`config.mk`:
```
export PLATFORM = sky130hd
export DESIGN_NAME = ctech_lib_clk_div_seq
export DESIGN_NICKNAME = d
export VERILOG_FILES = /design/src/rtl/ctech_lib_clk_div_seq.sv
export SDC_FILE = /design/constraint.sdc
export NUM_CORES = 1
export LEC_CHECK = 0
export ABC_CLOCK_PERIOD_IN_PS = 6160
export CAP_MARGIN = 5
export CORE_AREA = 2 2 55 57
export DETAILED_ROUTE_END_ITERATION = 8
export DIE_AREA = 0 0 57 59
export GPL_ROUTABILITY_DRIVEN = 0
export PLACE_DENSITY = 0.83
export SLEW_MARGIN = 10
export SYNTH_ARGS = -nofsm -noshare
export SYNTH_HDL_FRONTEND = slang
export SYNTH_SLANG_ARGS = --single-unit
```
`constraint.sdc`:
```
create_clock -name clk -period 6.16 [get_ports clk]
set_input_delay 1.54 -clock clk [delete_from_list [all_inputs] [get_ports clk]]
set_output_delay 1.54 -clock clk [all_outputs]
set_load 0.1 [all_outputs]
```
`src/rtl/ctech_lib_clk_div_seq.sv`:
```
// ctech_lib_clk_div_seq
// Generates the D pattern for a downstream in/clk/clkout feedback flop, so
// that flop's clkout becomes clk divided by a programmable ratio. Ratio
// updates arrive on a 4-phase req/ack handshake. They take effect only at a
// period boundary, so clkout never glitches and never produces a runt pulse.
//
// Ports:
//   clk         source clock, shared with the downstream clock flop
//   rst_b       asynchronous active-low reset
//   div_en      1 = run, 0 = stop once the current period has completed
//   div_ratio   requested ratio, sampled on the div_req rising edge
//   div_req     4-phase ratio-change request
//   div_ack     4-phase acknowledge
//   ffb_in      registered pattern for the downstream flop `in` pin
//   div_active  1 while the sequencer is not idle
//   phase_cnt   position inside the current period (observability)
//   div_err     sticky illegal-ratio flag
//
// Build option: CTECH_CLK_DIV_ERR_EN
//   defined   -> a request with ratio < 2 is acked but not applied, and it
//                sets div_err
//   undefined -> a ratio < 2 is clamped to 2 and applied normally; div_err = 0
//
// state | meaning
// IDLE  | stopped, ffb_in held low
// RUN   | dividing with ratio_q
// PEND  | dividing, with a new ratio waiting for the next wrap edge

module ctech_lib_clk_div_seq #(
  parameter int CNT_W     = 6,
  parameter int RST_RATIO = 2
) (
  input  logic             clk,
  input  logic             rst_b,
  input  logic             div_en,
  input  logic [CNT_W-1:0] div_ratio,
  input  logic             div_req,
  output logic             div_ack,
  output logic             ffb_in,
  output logic             div_active,
  output logic [CNT_W-1:0] phase_cnt,
  output logic             div_err
);

  typedef enum logic [1:0] {
    IDLE = 2'd0,
    RUN  = 2'd1,
    PEND = 2'd2
  } state_t;

  localparam logic [CNT_W-1:0] RST_RATIO_V = CNT_W'(RST_RATIO);
  localparam logic [CNT_W-1:0] MIN_RATIO   = CNT_W'(2);
  localparam logic [CNT_W-1:0] ONE         = CNT_W'(1);

  state_t           state;
  logic [CNT_W-1:0] ratio_q;
  logic [CNT_W-1:0] pend_q;
  logic             req_q;
  logic             ack_pend_q;

  logic             req_rise;
  logic             ratio_bad;
  logic [CNT_W-1:0] req_ratio;
  logic             at_wrap;
  logic [CNT_W-1:0] phase_inc;
  logic [CNT_W-1:0] high_len;
  logic             err_set;

  // A new request is accepted only when the previous handshake has fully
  // closed: no ack is outstanding or scheduled, and no ratio is pending.
  assign req_rise  = div_req & ~req_q & ~div_ack & ~ack_pend_q & (state != PEND);
  assign ratio_bad = (div_ratio < MIN_RATIO);
  assign req_ratio = ratio_bad ? MIN_RATIO : div_ratio;
  assign at_wrap   = (phase_cnt == ratio_q - ONE);
  assign phase_inc = phase_cnt + ONE;
  // ceil(N/2), computed without the overflow that N+1 would hit at the
  // maximum ratio
  assign high_len  = (ratio_q >> 1) + {{(CNT_W-1){1'b0}}, ratio_q[0]};

`ifdef CTECH_CLK_DIV_ERR_EN
  logic err_q;

  assign err_set = req_rise & ratio_bad;

  always_ff @(posedge clk or negedge rst_b) begin
    if (!rst_b) begin
      err_q <= 1'b0;
    end else if (err_set) begin
      err_q <= 1'b1;
    end
  end

  assign div_err = err_q;
`else
  assign err_set = 1'b0;
  assign div_err = 1'b0;
`endif

  always_ff @(posedge clk or negedge rst_b) begin
    if (!rst_b) begin
      state      <= IDLE;
      ratio_q    <= RST_RATIO_V;
      pend_q     <= '0;
      req_q      <= 1'b0;
      ack_pend_q <= 1'b0;
      div_ack    <= 1'b0;
      ffb_in     <= 1'b0;
      div_active <= 1'b0;
      phase_cnt  <= '0;
    end else begin
      req_q      <= div_req;
      ack_pend_q <= 1'b0;
      if (ack_pend_q) begin
        div_ack <= 1'b1;
      end else if (!div_req) begin
        div_ack <= 1'b0;
      end

      case (state)
        IDLE: begin
          phase_cnt <= '0;
          ffb_in    <= 1'b0;
          if (req_rise) begin
            if (!err_set) begin
              ratio_q <= req_ratio;
            end
            ack_pend_q <= 1'b1;
          end
          if (div_en) begin
            state      <= RUN;
            div_active <= 1'b1;
            ffb_in     <= 1'b1;
          end
        end

        default: begin
          if (at_wrap) begin
            phase_cnt <= '0;
            if (state == PEND) begin
              ratio_q <= pend_q;
              div_ack <= 1'b1;
            end
            // div_en is only honoured here, so a 1->0->1 blip mid-period is
            // harmless and a stop never truncates a period
            if (div_en) begin
              state  <= RUN;
              ffb_in <= 1'b1;
            end else begin
              state      <= IDLE;
              ffb_in     <= 1'b0;
              div_active <= 1'b0;
            end
          end else begin
            phase_cnt <= phase_inc;
            ffb_in    <= (phase_inc < high_len);
          end

          // Only reachable from RUN (PEND blocks req_rise).
          if (req_rise) begin
            if (err_set) begin
              ack_pend_q <= 1'b1;
            end else if (at_wrap && !div_en) begin
              // stopping on this edge: behave as an idle request
              ratio_q    <= req_ratio;
              ack_pend_q <= 1'b1;
            end else begin
              pend_q <= req_ratio;
              state  <= PEND;
            end
          end
        end
      endcase
    end
  end

endmodule

```
==> run metrics, run 1 <==
status finished, final reports clean; critical path class register to output port; mux contribution to synthesized area 0.0433; Main synth FF type dfrtp_1; Synth Register Bits 25; xor/xnor share of the synthesized area 0.0743; Worst-Skew Late Latency roughly 320 ps; CORE AREA 2710 µm²; R2R Setup Slk 3560 ps; antenna fix cells 0; Routed WL 2.97 mm; Reg2Reg Depth 7; htree depth 1; post-detail-place hpwl around 2.3 mm; crit start category register; Yosys Warn Count 0; initial antenna violation count 0; Num Clock Sinks 25; largest area contributor in the netlist dfrtp_1; top post-synthesis cells by count dfrtp_1, ha_1, nor2_1; CP Cell Sequence clkdlybuf4s50_1; fin nets 182; WL/cell between 15 and 20 µm; first-pass GRT wire length between 5 and 6 mm; Vias/cell ~6.0; fin crit share 0.577; Cell Area, Synth ~1500 µm²; reg-to-reg startpoint ratio_q[1]$_DFFE_PN1P_; Yosys top cell area share 0.392; FP Rows 19; Req. time, crit path about 4600 ps; final worst slack 2610 ps; Sum Neg Setup Slack 0 ps; Hold Path End div_ack$_DFF_PN0_; Final Slew Violations 0; Worst setup EP type output port; Reg clk slew, reported paths between 100 and 150 ps; largest family of logic cells by synthesized area compound AO/OA/AOI/OAI gates; Fin Clk Skew between 6 and 7 ps; crit path buf inv count 1; post-synthesis cell type count 50; Syn Inst Count 146; total congestion overflow 0; Post-synth EDFFs 0; Seq/Total Area, Yosys 0.409; Worst Hold Launch ack_pend_q$_DFF_PN0_; total power draw between 900 and 1000 µW; Max stage delay on crit path about 1200 ps; pwr/cell area between 500 and 600 nW/µm²; total CTS buffers 3; Critical Path AT 2010 ps; most frequent cell after synthesis dfrtp_1; endpoints failing hold 0; syn nets 166; pre-CTS setup slack ~2400 ps; Root Buffer Master clkbuf_4; largest net degree at the start of global routing 26; Port Buffer Count 18; First-pass DRT Iterations 4; vias about 1200; residual DRC count 0; FFs w/ async S/R, synth 1.00; Adder-Cell Fraction of Synth Area 0.0816; Crit Path Max Fanout 8; Tmin final approximately 3600 ps; RR Endpoint ratio_q[0]$_DFFE_PN0P_; Hold Buf Count CTS 0; chip height 59 µm; syn avg cell area between 10 and 15 µm²; Total GRT Usage 0.197; CTS tree built; max-cap violations 0; Worst-Margin Slew approximately 1100 ps; Die W about 57 µm; final setup violating endpoints 0; hold-critical path depth 1; vias in the first global route 1163; Initial DRC Count 30; leak pwr between 0.0007 and 0.0008 µW; compound-gate portion of the synthesized area 0.183; Hold Path Class register to register; RSZ-0062 raised after global routing false; FMAX 281 MHz; Critical Path Slowest Stage Cell clkdlybuf4s50_1; Post-Synth Simple-Gate Area 0.158; synth top area cells dfrtp_1, ha_1, xor2_1, a221o_1, mux2_2; die area roughly 3400 µm²; Clock Tree Buf Depth 2; Slew Limit Headroom 0.259; Initial Util 0.566; Post-CTS Setup Repair Bufs 0; Crit path max-delay family buffers and inverters; PostCTS Resize Cnt 0; worst vdd ir 0.417 mV; Ports 20; area grow syn2layout 12.5%; share of cells above drive strength 1 0.118; antenna-violating nets left 0
worst max-delay path by stage:
stage / from / end / slack, ps / cells past startpoint
finish: phase_cnt[2]$_DFF_PN0_ / phase_cnt[2] / 2610 / 1
global route: phase_cnt[2]$_DFF_PN0_ / phase_cnt[2] / 2510 / 1
CTS: phase_cnt[2]$_DFF_PN0_ / phase_cnt[2] / 2590 / 1
detailed placement: div_req / ratio_q[0]$_DFFE_PN0P_ / 2420 / 7
global placement: div_req / ratio_q[5]$_DFFE_PN0P_ / 2500 / 7
floorplan: div_req / ratio_q[4]$_DFFE_PN0P_ / 3060 / 7
cell usage in the layout, fill, tap and decap left out, drive strengths merged, types with 2 or more instances in the layout:
master / Yosys / routed
or3: 2 / 2
a21boi: 5 / 5
and3: 2 / 2
inv: 5 / 5
clkdlybuf4s50: 0 / 18
nor3: 2 / 2
ha: 10 / 10
nor2b: 7 / 7
clkbuf: 3 / 3
nand3: 6 / 6
o21ai: 6 / 6
nand2: 5 / 5
a21oi: 5 / 5
o21a: 2 / 2
a221o: 5 / 5
nand2b: 2 / 2
dfrtp: 24 / 24
nor2: 11 / 11
xnor2: 5 / 5
xor2: 8 / 8
mux2: 5 / 5
where the power goes:
part / internal (µW) / switching [µW] / leakage [µW]
logic: 232 / 362 / 0.000436
clock network: 24.3 / 48.7 / 0.0000177
registers: 235 / 87.5 / 0.000308
total: 491 / 498 / 0.000762
flip-flops by register name, summed over array words and instances, names as in the netlist:
register,flops
div_ack,1
req_q,1
ack_pend_q,1
div_active,1
ffb_in,1
pend_q,6
state,2
phase_cnt,6
ratio_q,6
final cells by class:
class                      count  area (µm²)
fill                         244         986
timing repair buffer          18         180
sequential                    25         627
clock buffer                   3        22.5
inverter                       5        18.8
tap                           31        38.8
multi-input combinational    109         832
clock inverter                 1        5.00
per-stage QoR:
| stage | instance area, µm² | hold WS [ps] | utilization | instances |
|---|---|---|---|---|
| floorplan | 1530 | 459 | - | 146 |
| global placement | 1700 | 480 | 0.626 | 188 |
| detailed placement | 1700 | 481 | 0.626 | 188 |
| CTS | 1720 | 512 | 0.636 | 192 |
| global route | 1720 | 522 | 0.636 | 192 |
| finish | 1720 | 509 | 0.636 | 192 |
layer usage:
metal | wire length [µm] | global-route usage | share of wire | vias to the layer above
met5 | 0 | 0 | 0 | -
met2 | 1540 | 0.348 | 0.52 | 32
met3 | 106 | 0.0284 | 0.036 | 13
li1 | - | - | - | 553
met4 | 70 | 0.103 | 0.024 | 0
met1 | 1260 | 0.233 | 0.42 | 563
cell families after synthesis:
| kind of cell | after synthesis |
|---|---|
| AO/OA/AOI/OAI | 36 |
| XOR/XNOR | 13 |
| adder cells (fa/ha/maj) | 10 |
| buffers and inverters | 12 |
| flip-flops | 25 |
| multiplexers | 6 |
| other | 1 |
| AND/OR/NAND/NOR | 43 |
No activity file was read; power rests on OpenSTA's default activity.
==> run 2: changes to the inputs <==
Settings changed: ABC_CLOCK_PERIOD_IN_PS 6160 to 3500, CORE_AREA 2 2 55 57 to 2 2 57 59, DIE_AREA 0 0 57 59 to 0 0 59 61, PLACE_DENSITY 0.83 to 0.78.
Clock period 6.16 ns to 3.5 ns, I/O delays scaled along.
==> run metrics, run 2 (synthesis gave the netlist of run 1 again) <==
antenna fix cells 0; Reg2Reg Depth 7; Hold Buf Count CTS 0; Max stage delay on crit path 500 ps; Post-CTS Setup Repair Bufs 0; critical path class input pin to register; max-cap violations 0; Sw Share 0.506; Sum Neg Setup Slack 0 ps; crit start category input pin; fin crit share 0.790; endpoints failing hold 0; clock group share of total power 0.075; Hold Path Class register to register; vias ~1200; share of cells above drive strength 1 0.179; RSZ-0062 raised after global routing false; CTS tree built; R2R Setup Slk between 900 and 1000 ps; NetSw a little under 900 µW; critical path startpoint div_req; Root Buffer Master clkbuf_4; total power draw around 1700 µW; FMAX 362 MHz; initial antenna violation count 0; antenna-violating nets left 0; pre-CTS setup slack just over 400 ps; Crit path max-delay family simple AND/OR/NAND/NOR gates; Tmin final between 2000 and 3000 ps; CP endpoint ratio_q[2]$_DFFE_PN0P_; Die W ~59 µm; most common cell after layout, fill and taps aside dfrtp_1; final worst slack 735 ps; Fill cells 277; CP Cell Sequence clkdlybuf4s50_1, nor4b_2, and2_4, nand2b_2, or3_1, o211a_4, a221o_1; Num Clock Sinks 25; post-detail-place hpwl around 2.3 mm; commonest cells after routing, fill and taps aside dfrtp_1, nor2_1, ha_1, buf_4, clkdlybuf4s50_1; WP depth 7; leak pwr 0.000781 µW; sequential cell area approximately 630 µm²; crit path buf inv count 1; Worst-Skew Late Latency roughly 320 ps; status finished, final reports clean; Port Buffer Count 18; Initial DRC Count 36; reg-to-reg startpoint ratio_q[1]$_DFFE_PN1P_; Clock Tree Buf Depth 2; Int Pwr 850 µW; total congestion overflow 0; pwr/cell area 1000 nW/µm²; combinational share of power 0.595; chip height around 61 µm; Fin Clk Skew approximately 5.3 ps; Critical Path AT around 3000 ps; residual DRC count 0; WHS 515 ps; fin util 0.580; htree depth 1; worst vdd ir approximately 0.47 mV; Ports 20; first-pass GRT wire length 5.26 mm; vias in the first global route around 1200; PostCTS Resize Cnt 0; Crit Path Max Fanout 7; Critical Path Slowest Stage Cell clkdlybuf4s50_1; Sequential Power Share 0.330; CORE AREA ~3000 µm²; Total GRT Usage 0.194; area grow syn2layout 11.7%; Reg clk slew, reported paths approximately 140 ps; First-pass DRT Iterations 3; Initial Util 0.519; biggest regs pend_q: 6 flops, phase_cnt: 6 flops, ratio_q: 6 flops; Vias/cell roughly 6; Req. time, crit path roughly 3700 ps; FP Rows 20; Routed WL roughly 3 mm; Worst setup EP type register; largest net degree at the start of global routing 26; die area ~3600 µm²; final setup violating endpoints 0; Multi-input gate area ~830 µm²; RR Endpoint ratio_q[2]$_DFFE_PN0P_; WL/cell around 15 µm; total CTS buffers 3; Final Slew Violations 0; fin nets between 150 and 200
[run 2: changes by cell type in the layout (fill, tap and decap cells not counted)]
cell             change
buf_4               +10
clkdlybuf4s50_1      -9
[run 2: worst min path at each step]
stage                          startpoint                    end  slack (ps)  cells past startpoint
floorplan           pend_q[4]$_DFFE_PN0P_  pend_q[4]$_DFFE_PN0P_         460                      1
global placement     ack_pend_q$_DFF_PN0_      div_ack$_DFF_PN0_         480                      1
detailed placement   ack_pend_q$_DFF_PN0_      div_ack$_DFF_PN0_         490                      1
CTS                 pend_q[4]$_DFFE_PN0P_  pend_q[4]$_DFFE_PN0P_         520                      1
global route         ack_pend_q$_DFF_PN0_      div_ack$_DFF_PN0_         550                      1
finish              pend_q[4]$_DFFE_PN0P_  pend_q[4]$_DFFE_PN0P_         510                      1
[run 2: metal layers]
| metal | global-route usage | part of all wire | vias up |
|---|---|---|---|
| li1 | - | - | 553 |
| met1 | 0.242 | 0.44 | 583 |
| met2 | 0.344 | 0.50 | 25 |
| met3 | 0.0192 | 0.029 | 8 |
| met4 | 0.0812 | 0.026 | 0 |
| met5 | 0 | 0 | - |
[run 2: worst reg2reg max path, delay by kind of cell (launching register included)]
kind | cells | cell delay [ps]
buffers and inverters | 1 | 70
adder cells (fa/ha/maj) | 1 | 210
AND/OR/NAND/NOR | 2 | 740
flip-flops | 1 | 610
AO/OA/AOI/OAI | 3 | 850
[run 2: through the flow]
step	cells	instance area, µm²
2_1_floorplan	146	1530
3_3_place_gp	191	1680
3_5_place_dp	191	1680
4_1_cts	195	1710
5_1_grt	195	1710
6_report	195	1710
[run 2: final cells by class]
cell class | instances | area share
clock buffer | 3 | 0.0132
clock inverter | 1 | 0.00292
multi-input combinational | 109 | 0.486
sequential | 25 | 0.366
tap | 33 | 0.0241
inverter | 5 | 0.0110
timing repair buffer | 19 | 0.0965
[run 2: power groups by stage]
| stage | Combinational (µW) | Sequential [µW] | Clock (µW) |
|---|---|---|---|
| 2_1_floorplan | 597 | 794 | 0 |
| 3_3_place_gp | 1000 | 566 | 0 |
| 3_5_place_dp | 1020 | 578 | 0 |
| 4_1_cts | 1030 | 570 | 137 |
| 5_1_grt | 1130 | 595 | 148 |
| 6_report | 1020 | 568 | 129 |
==> run 3: changes to the inputs <==
Settings changed: ABC_CLOCK_PERIOD_IN_PS 3500 to 2450, CORE_AREA 2 2 57 59 to 2 2 59 61, DIE_AREA 0 0 59 61 to 0 0 61 63, PLACE_DENSITY 0.78 to 0.77.
Clock period 3.5 ns to 2.45 ns, I/O delays scaled along.
==> run metrics, run 3 (synthesis gave the netlist of run 1 again) <==
status finished, final reports clean; CP Cell Sequence inv_1, ha_1, or3_1, a31o_1, or3_4, o211a_4, a221o_1; total power draw about 2600 µW; CTS tree built; Vias/cell roughly 5.5; FP Rows 21; Port Buffer Count 18; Worst setup EP type register; Fin Clk Skew between 7 and 8 ps; crit start category register; Critical Path Slowest Stage Cell dfstp_2; FMAX between 400 and 500 MHz; critical path startpoint ratio_q[1]$_DFFE_PN1P_; commonest cells after routing, fill and taps aside buf_4, dfrtp_1, nor2_1, ha_1, clkdlybuf4s50_1; total congestion overflow 0; Reg2Reg Depth 7; Num Clock Sinks 25; Routed WL approximately 3.1 mm; M1 WL roughly 1.4 mm; CP endpoint ratio_q[5]$_DFFE_PN0P_; Initial DRC Count 39; Hold Buf Count CTS 0; htree depth 1; PostCTS Resize Cnt 0; Final Slew Violations 0; fin crit share 0.976; crit path buf inv count 1; antenna fix cells 0; endpoints failing hold 0; Worst-Skew Late Latency 310 ps; biggest regs pend_q: 6 flops, phase_cnt: 6 flops, ratio_q: 6 flops; die area 3840 µm²; Clock Tree Buf Depth 2; RR Endpoint ratio_q[5]$_DFFE_PN0P_; vias between 1000 and 1500; Met3 Routed Length between 100 and 150 µm; WHS 510 ps; Critical Path AT roughly 2600 ps; RSZ-0062 raised after global routing false; worst vdd ir about 0.63 mV; sequential cell area approximately 640 µm²; Fill cells between 200 and 300; WL met2 between 1.5 and 2 mm; Total GRT Usage 0.177; First-pass DRT Iterations 4; Max stage delay on crit path 550 ps; first-pass GRT wire length roughly 5.4 mm; most common cell after layout, fill and taps aside buf_4; Ports 20; Post-CTS Setup Repair Bufs 0; Crit path max-delay family simple AND/OR/NAND/NOR gates; Sum Neg Setup Slack 0 ps; chip height roughly 63 µm; Reg clk slew, reported paths 140 ps; post-detail-place hpwl around 2.5 mm; max-cap violations 0; initial antenna violation count 0; WP depth 7; area grow syn2layout 18.5%; Multi-input gate area approximately 840 µm²; critical path class register to register; Hold Path Class register to register; final setup violating endpoints 0; Tmin final ~2400 ps; Initial Util 0.474; reg-to-reg startpoint ratio_q[1]$_DFFE_PN1P_; R2R Setup Slk between 50 and 60 ps; share of cells above drive strength 1 0.275; largest net degree at the start of global routing 26; fin nets between 150 and 200; Root Buffer Master clkbuf_4; max layer used met4; total CTS buffers 3; Req. time, crit path ~2700 ps; pwr/cell area 1420 nW/µm²; antenna-violating nets left 0; fin util 0.562; leak pwr ~0.00082 µW; CORE AREA ~3200 µm²; residual DRC count 0; WL/cell between 10 and 15 µm; Crit Path Max Fanout 5; vias in the first global route 1227; Die W between 60 and 70 µm
==> run 3: final cells by class <==
type | instances | area share
clock inverter | 1 | 0.00275
inverter | 5 | 0.0103
sequential | 25 | 0.350
multi-input combinational | 109 | 0.465
timing repair buffer | 28 | 0.128
clock buffer | 3 | 0.0124
tap | 46 | 0.0317
==> run 3: metrics by stage <==
step	worst slack [ps]	instance area (µm²)	cells
4_1_cts	42.9	1800	217
5_1_grt	4.17	1820	217
3_5_place_dp	-111	1780	213
2_1_floorplan	18.8	1540	146
3_3_place_gp	-54.7	1780	213
6_report	58.4	1820	217
==> run 3: where the power goes <==
part           internal (µW)  total (µW)  switching, µW
clock network           60.8         182            121
registers                599         811            211
logic                    630        1590            962
==> run 3: worst min path at each step <==
stage,start,endpoint,slack [ps],depth (start not counted)
final,pend_q[4]$_DFFE_PN0P_,pend_q[4]$_DFFE_PN0P_,510,1
after global routing,pend_q[4]$_DFFE_PN0P_,pend_q[4]$_DFFE_PN0P_,540,1
after floorplan,rst_b,ack_pend_q$_DFF_PN0_,320,0
after detailed placement,pend_q[4]$_DFFE_PN0P_,pend_q[4]$_DFFE_PN0P_,480,1
after global placement,ack_pend_q$_DFF_PN0_,div_ack$_DFF_PN0_,480,1
after CTS,pend_q[4]$_DFFE_PN0P_,pend_q[4]$_DFFE_PN0P_,520,1
==> run 3: worst register-to-register path, delay by kind of cell (launching register included) <==
kind            cells  cell delay (ps)
flops               1              550
simple gates        2              790
buf+inv             1               50
compound gates      3              710
fa+ha+maj           1              210
==> run 3: metal layers <==
metal,track usage,vias up
met5,0,-
met4,0.0353,0
met3,0.0186,4
met2,0.312,37
met1,0.230,575
li1,-,573
